`config.mk`:
```
export PLATFORM = sky130hd
export DESIGN_NAME = tick_stretcher
export DESIGN_NICKNAME = d
export VERILOG_FILES = /design/src/rtl/tick_stretcher_pkg.sv /design/src/rtl/tick_stretcher_interval_timer.sv /design/src/rtl/tick_stretcher.sv
export SDC_FILE = /design/constraint.sdc
export NUM_CORES = 1
export LEC_CHECK = 0
export CAP_MARGIN = 20
export CELL_PAD_IN_SITES_DETAIL_PLACEMENT = 2
export CELL_PAD_IN_SITES_GLOBAL_PLACEMENT = 2
export CORE_AREA = 2 2 56 84
export DETAILED_ROUTE_END_ITERATION = 10
export DIE_AREA = 0 0 58 86
export DONT_BUFFER_PORTS = 1
export GPL_TIMING_DRIVEN = 1
export PLACE_DENSITY = 0.79
export SYNTH_ARGS = -nofsm -noshare
export SYNTH_HDL_FRONTEND = slang
export SYNTH_SLANG_ARGS = --single-unit
export TNS_END_PERCENT = 20
```
`constraint.sdc`:
```
create_clock -name clk_i -period 5.2 [get_ports clk_i]
set_input_delay 1.04 -clock clk_i [delete_from_list [all_inputs] [get_ports clk_i]]
set_output_delay 1.04 -clock clk_i [all_outputs]
set_load 0.1 [all_outputs]
```
`src/rtl/tick_stretcher_pkg.sv`:
```
// Shared types and elaboration-time helpers for the tick stretcher.
package tick_stretcher_pkg;

  typedef enum logic [1:0] {
    StIdle = 2'd0,
    StHold = 2'd1,
    StGap  = 2'd2
  } state_e;

  // Evaluated in 64 bits so large clock/time products do not wrap.
  function automatic longint unsigned us_to_cycles(input longint unsigned freq,
                                                   input longint unsigned us);
    return (freq * us) / 64'd1_000_000;
  endfunction

  function automatic bit cycles_valid(input longint unsigned cycles);
    return cycles >= 64'd1;
  endfunction

endpackage

```
`src/rtl/tick_stretcher_interval_timer.sv`:
```
// Interval timer shared by the HOLD and GAP phases; done flags the last counted cycle.
module tick_stretcher_interval_timer #(
  parameter int unsigned Width = 8
) (
  input  logic             clk_i,
  input  logic             rst_ni,
  input  logic             clear_i,
  input  logic             enable_i,
  input  logic [Width-1:0] term_i,
  output logic             done_o
);

  logic [Width-1:0] cnt_q, cnt_d;

  always_comb begin
    cnt_d = cnt_q;
    if (clear_i) begin
      cnt_d = '0;
    end else if (enable_i) begin
      cnt_d = cnt_q + Width'(1);
    end
  end

  assign done_o = enable_i && (cnt_q == term_i);

  always_ff @(posedge clk_i) begin
    if (!rst_ni) begin
      cnt_q <= '0;
    end else begin
      cnt_q <= cnt_d;
    end
  end

endmodule

```
`src/rtl/tick_stretcher.sv`:
```
// Stretches single-cycle ticks into fixed-length visible pulses separated by an off gap,
// queueing ticks that arrive while a pulse is in progress.
module tick_stretcher
  import tick_stretcher_pkg::*;
#(
  parameter int unsigned ClkFreq      = 100_000_000,
  parameter int unsigned HoldTimeUs   = 100_000,
  parameter int unsigned GapTimeUs    = 50_000,
  parameter int unsigned PendingDepth = 7
) (
  input  logic                              clk_i,
  input  logic                              rst_ni,
  input  logic                              tick_i,
  output logic                              pulse_o,
  output logic                              busy_o,
  output logic [$clog2(PendingDepth+1)-1:0] pending_o,
  output logic                              overflow_o
);

  localparam longint unsigned HoldCycles = us_to_cycles(64'(ClkFreq), 64'(HoldTimeUs));
  localparam longint unsigned GapCycles  = us_to_cycles(64'(ClkFreq), 64'(GapTimeUs));
  localparam longint unsigned MaxCycles  = (HoldCycles > GapCycles) ? HoldCycles : GapCycles;
  localparam int unsigned     TimerW     = (MaxCycles > 64'd1) ? $clog2(MaxCycles) : 1;
  localparam int unsigned     PendW      = $clog2(PendingDepth + 1);

  localparam logic [TimerW-1:0] HoldTerm = TimerW'(HoldCycles - 64'd1);
  localparam logic [TimerW-1:0] GapTerm  = TimerW'(GapCycles - 64'd1);
  localparam logic [PendW-1:0]  PendMax  = PendW'(PendingDepth);

  if (!cycles_valid(HoldCycles) || !cycles_valid(GapCycles) || PendingDepth < 1)
  begin : gen_bad_cfg
    $error("tick_stretcher: hold/gap must be >= 1 cycle and PendingDepth >= 1");
  end

  state_e            state_q, state_d;
  logic [PendW-1:0]  pend_q, pend_d;
  logic              pulse_q, busy_q, ovf_q, ovf_d;
  logic [TimerW-1:0] timer_term;
  logic              timer_done, tick_enq;

  tick_stretcher_interval_timer #(
    .Width(TimerW)
  ) u_timer (
    .clk_i   (clk_i),
    .rst_ni  (rst_ni),
    .clear_i (state_d != state_q),
    .enable_i(state_q != StIdle),
    .term_i  (timer_term),
    .done_o  (timer_done)
  );

  // A tick on the last GAP cycle is handled by the restart logic, not the queue.
  assign tick_enq = tick_i && ((state_q == StHold) || (state_q == StGap && !timer_done));

  always_comb begin
    state_d    = state_q;
    pend_d     = pend_q;
    ovf_d      = 1'b0;
    timer_term = (state_q == StGap) ? GapTerm : HoldTerm;

    unique case (state_q)
      StIdle: if (tick_i) state_d = StHold;
      StHold: if (timer_done) state_d = StGap;
      StGap: begin
        if (timer_done) begin
          state_d = (pend_q != '0 || tick_i) ? StHold : StIdle;
          if (pend_q != '0 && !tick_i) pend_d = pend_q - PendW'(1);
        end
      end
      default: state_d = StIdle;
    endcase

    if (tick_enq) begin
      if (pend_q == PendMax) begin
        ovf_d = 1'b1;
      end else begin
        pend_d = pend_q + PendW'(1);
      end
    end
  end

  always_ff @(posedge clk_i) begin
    if (!rst_ni) begin
      state_q <= StIdle;
      pend_q  <= '0;
      pulse_q <= 1'b0;
      busy_q  <= 1'b0;
      ovf_q   <= 1'b0;
    end else begin
      state_q <= state_d;
      pend_q  <= pend_d;
      pulse_q <= (state_d == StHold);
      busy_q  <= (state_d != StIdle);
      ovf_q   <= ovf_d;
    end
  end

  assign pulse_o    = pulse_q;
  assign busy_o     = busy_q;
  assign pending_o  = pend_q;
  assign overflow_o = ovf_q;

endmodule

```
[Word level (Yosys, flattened, before mapping)]
Cells that the tools add are included.
Word-level totals
  latch bits: 0
  word-level logic and storage cells: 42
  input port bits: 3
  register bits after elaboration: 32
  bits in writable memories: 0
  memories kept: 0
  ROM bits: 0
Operators by class
  reduce and logical (&&, ||, !) cells: 14
  shifts and indexed selects: 0
  equal/unequal tests: 6
  $lt $le $gt $ge: 0
  bitwise gates (word level): 1
  add/sub/neg operators: 3
  multipliers: 0
  div/mod/pow operators: 0
  multiplexer cells: 12
Operators with widths (count)
  adder 24 x 1 -> 24 bit (second input constant): 1
  == test 24 bit: 1
  two-way mux 24 bit: 1
  two-way mux 3 bit: 5
  two-way mux 2 bit: 3
  case mux 2 bit (3 select lines): 1
  == test 2 x 1 -> 1 bit (second input constant): 2
  logical AND 1 bit: 4
  nonzero test 2 bit: 2
  adder 3 x 1 -> 3 bit (second input constant): 1
  == test 3 bit (second input constant): 1
  nonzero test 3 bit: 1
  subtractor 3 x 1 -> 3 bit (second input constant): 1
  == test 2 bit (second input constant): 1
  zero test 1 bit: 2
  zero test 2 bit: 1
  logical OR 1 bit: 2
  two-way mux 1 bit: 2
  inequality test 2 bit: 1
  AND reduction 2 bit: 1
  OR reduction 2 bit: 1
  NOT 1 bit: 1

[Logic depth before layout (Yosys ltp)]
  word-level depth: 9
  depth in mapped cells: 8
  gate-level depth less buffers: 7

[Hierarchy]
A second synthesis with hierarchy kept.
Second synthesis, totals
  cells, all modules: 222
  area, all modules: 1968.1 µm²
Modules (own cells, without submodules)
  tick_stretcher_interval_timer: cells each 164, area an instance 1465.2 µm², times used 1, sequential area each 480.5 µm²
  tick_stretcher: cells each 58, area an instance 503.0 µm², times used 1, sequential area each 160.2 µm²

[Worst setup path before layout]
Ideal clock, no wire load.
  path type: register to register
  from: register state_q[0]
  to: register u_timer.cnt_q[15]
  library setup time: 0.115 ns
  cell stages (with the launch flop): 9
  setup slack: 2.913 ns
  arrival time: 2.172 ns
  period minus slack after synthesis: 2.287 ns
  required time: 5.085 ns
  cell sequence: dfxtp_1 -> buf_6 -> nor2b_4 -> or3_4 -> a2111oi_4 -> nor2b_2 -> o311ai_4 -> buf_6 -> nor2_2
Between the ends
  word-level cells in the longest chain between the ends: 8
Ends and longest elaborated chain
  start, declared: line tick_stretcher.sv:35  | state_e state_q, state_d;
  start signal, assigned: line tick_stretcher.sv:84  | state_q <= StIdle;
  start signal, assigned: line tick_stretcher.sv:90  | state_q <= state_d;
  == test 2 bit: line tick_stretcher.sv:59, tick_stretcher.sv:61
  two-way mux 24 bit: line tick_stretcher.sv:59  | timer_term = (state_q == StGap) ? GapTerm : HoldTerm;
  == test 24 bit: line tick_stretcher_interval_timer.sv:24  | assign done_o = enable_i && (cnt_q == term_i);
  logical AND 1 bit: line tick_stretcher_interval_timer.sv:24
  two-way mux 2 bit (on tied branches): line tick_stretcher.sv:65, tick_stretcher.sv:63
  case mux 2 bit (3 select lines): line tick_stretcher.sv:61  | unique case (state_q)
  inequality test 2 bit: line tick_stretcher.sv:46  | .clear_i (state_d != state_q),
  OR reduction 2 bit (no source line)
  end signal, assigned: line tick_stretcher_interval_timer.sv:30  | cnt_q <= cnt_d;
  end, declared: line tick_stretcher_interval_timer.sv:13  | logic [Width-1:0] cnt_q, cnt_d;
Parallel ways exist; a longest one is shown, timed or not.
A chain may end at the register's enable or synchronous reset.

[Worst setup path in the final report]
  from: register state_q[0]
  to: register u_timer.cnt_q[2]
Same word-level chain as after synthesis.

==> results.py <==
metrics = {
    "outcome": {
        "status": "complete, no violations",
    },
    "worst_setup_path": {
        "cpMaxStageDelayCell": "a2111oi_4",
        "cp_top_family": "compound AO/OA/AOI/OAI gates",
        "path_max_fanout": 24,
        "required_ns": 5.37,
        "cp.arrival_ns": 3.01,
        "crit_path_start_kind": "flip-flop",
        "crit_path_end_kind": "flip-flop",
        "crit_buf_inv": 1,
        "crit_chain": "nor2b_4 -> or3_4 -> a2111oi_4 -> nor2b_2 -> o311ai_4 -> buf_4 -> nor2_1",
        "worstReg2RegStart": "state_q[0]",
        "critPathKind": "reg2reg",
        "slowest_delay_ns": 0.67,
        "crit_start": "state_q[0]",
    },
    "cts": {
        "cts_max_level": 2,
        "numCtsBuffers": 5,
        "cts_setup_buffers": 0,
        "clk_latency_ns": 0.29,
        "cts.clk_slew.worst_paths_ns": 0.07,
        "cts_sinks": 32,
        "clk_path_buf_depth": 2,
        "cts_root_buf": "clkbuf_8",
        "ctsResizeCount": 0,
        "cts_tree": "yes",
        "ctsHoldBuffers": 0,
    },
    "floorplanning": {
        "dieHeight_um": 86,
        "initial_core_util_pct": 41.3,
        "die_area_mm2": 0.00499,
        "pin_count": 9,
        "die_x_um": 58,
        "rows": 29,
        "coreArea_mm2": 0.00421,
    },
    "cells_and_area": {
        "diodes": 0,
        "nets": 200,
        "final_util_pct": 44.5,
        "final_layout_size_suffix_gt1_share_pct": 19.2,
        "syn2layout_area_growth_pct": 7.77,
        "final_cell_area_mm2": 0.00187,
    },
    "pwr": {
        "peakVddDrop_mv": 0.241,
        "power.leakage_nw": 0.607,
        "powerDensity_mw_per_mm2": 297,
    },
    "route": {
        "antenna_left": 0,
        "viasPerCell": 5.67,
        "drt-initial-drc-count": 24,
        "drc": 0,
        "first_pass_iters": 2,
        "wl_um": 4250,
        "routedWlPerCell_um": 17.8,
        "vias": 1354,
    },
    "synth": {
        "synth_edf_count": 0,
        "synthTopCellsByArea": "dfxtp_1 37%, nor2_2 7.2%, xor2_1 7.1%, xnor2_1 4.5%, nor2_1 3.9%",
        "synth_seq_cells": 32,
        "yosysTopAreaCell": "dfxtp_1",
        "yosysSeqAreaShare_pct": 36.8,
        "synthesis.nets": 196,
        "synth_ff_type": "dfxtp_1",
        "ys_types": 45,
        "synthesis.area_mm2": 0.00174,
        "synth.top_cell.area_share_pct": 36.8,
        "yosys_warnings": 0,
        "synth_cells": 188,
        "syn_avg_cell_area_um2": 9.25,
        "postSynth.asyncResetShare_pct": 0,
    },
    "sta": {
        "finalSetupTns_ns": 0,
        "tightest_slew_ns": 1.07,
        "finClkSkew_ns": 0.00827,
        "slew_headroom_pct": 28.5,
        "rsz0062_at_grt": "no",
        "finalCriticalPeriod_ns": 2.84,
        "fmax_mhz": 352,
        "timing.final.ws_setup_ns": 2.36,
        "setup_violations": 0,
        "finalHoldViolCount": 0,
        "period_share_pct": 54.6,
        "slew_viol_final": 0,
    },
    "placement": {
        "port_buffers": 0,
        "place.gp.congestion": 0.734,
        "preCtsSetupSlack_ns": 2.39,
        "hpwl_um": 3210,
        "place_area_mm2": 0.00177,
    },
    "grt": {
        "grt_max_degree": 25,
        "grt_overflow": 0,
        "grt_pass1_vias": 1495,
        "antenna_found_initial": 0,
        "grt_use_total_pct": 19.5,
        "grt_pass1_wl_um": 7220,
    },
    "flow_run": {
        "cap_violations": 0,
    },
    "worst_hold_path": {
        "hold_class": "reg2reg",
        "min_from": "u_timer.cnt_q[0]",
    },
}
layer usage:
layer,up-vias,global-route usage (%),share of wire (%)
li1,661,-,-
met1,676,20.2,39
met2,11,36.7,57
met3,6,4.37,2.4
met4,0,7.82,1.7
met5,-,0,0
area by class of cell:
type	count	area [µm²]
inverters	6	22.5
flip-flops and latches	32	641
multi-input cells	146	1040
clock buffers	6	72.6
clock inverters	2	35.0
well taps	46	57.6
fillers	481	2330
repair buffers	1	7.51
metrics by stage:
stage | power [mW] | std cells | hold WS [ns]
CTS | 0.563 | 239 | 0.558
finish | 0.556 | 239 | 0.551
global route | 0.579 | 239 | 0.591
global placement | 0.322 | 231 | 0.493
detailed placement | 0.323 | 231 | 0.535
floorplan | 0.318 | 188 | 0.479
report_power, final:
part | internal [mW] | leakage [nW] | switching (mW)
combinational | 0.0128 | 0.292 | 0.0194
sequential | 0.250 | 0.259 | 0.0349
clock | 0.142 | 0.0552 | 0.0962
cell usage after synthesis, types with 2 or more instances:
| cell | number |
|---|---|
| dfxtp_1 | 32 |
| nand2_1 | 12 |
| or3_1 | 2 |
| nor3_1 | 5 |
| xor2_1 | 14 |
| ha_1 | 5 |
| or2_2 | 3 |
| and4_1 | 3 |
| inv_1 | 6 |
| nand4_1 | 9 |
| nor2_2 | 20 |
| nor2_1 | 18 |
| nand2b_1 | 4 |
| nor4bb_1 | 3 |
| and3_1 | 5 |
| buf_6 | 3 |
| xnor2_1 | 9 |
| nand3_1 | 7 |
| mux2i_1 | 2 |
kinds of logic after synthesis:
logic type | count (synthesis) | share of synthesized area [%]
AO/OA/AOI/OAI | 18 | 10.8
multiplexers | 2 | 1.15
AND/OR/NAND/NOR | 98 | 32.6
adder cells (fa/ha/maj) | 5 | 3.60
XOR/XNOR | 23 | 11.6
buffers and inverters | 10 | 3.45
flip-flops | 32 | 36.8
sequential cells by signal, summed over array words and instances, names as in the netlist:
register	count
state_q	2
overflow_o	1
pending_o	3
pulse_o	1
busy_o	1
u_timer.cnt_q	24
layout by cell type, fill, tap and decap left out, types with 2 or more instances in the layout:
cell       n
dfxtp_1   32
nor2_2    20
nor2_1    18
xor2_1    14
nand2_1   12
nand4_1    9
xnor2_1    9
nand3_1    7
inv_1      6
and3_1     5
nor3_1     5
ha_1       5
clkbuf_8   5
nand2b_1   4
nor4bb_1   3
and4_1     3
or2_2      3
mux2i_1    2
or3_1      2
worst min-delay path, stage by stage (launching register included):
cell and delay, ns:
dfxtp_1 0.36, xnor2_1 0.08, nor2_1 0.07
worst paths after layout:
| check | to | slack [ns] | depth (start not counted) |
|---|---|---|---|
| hold / removal | u_timer.cnt_q[0] | 0.55 | 2 |
| setup / recovery | u_timer.cnt_q[2] | 2.36 | 7 |
| setup reg to reg | u_timer.cnt_q[2] | 2.36 | 7 |
| hold reg to reg | u_timer.cnt_q[0] | 0.55 | 2 |
Power figures use the tool's default switching activity.
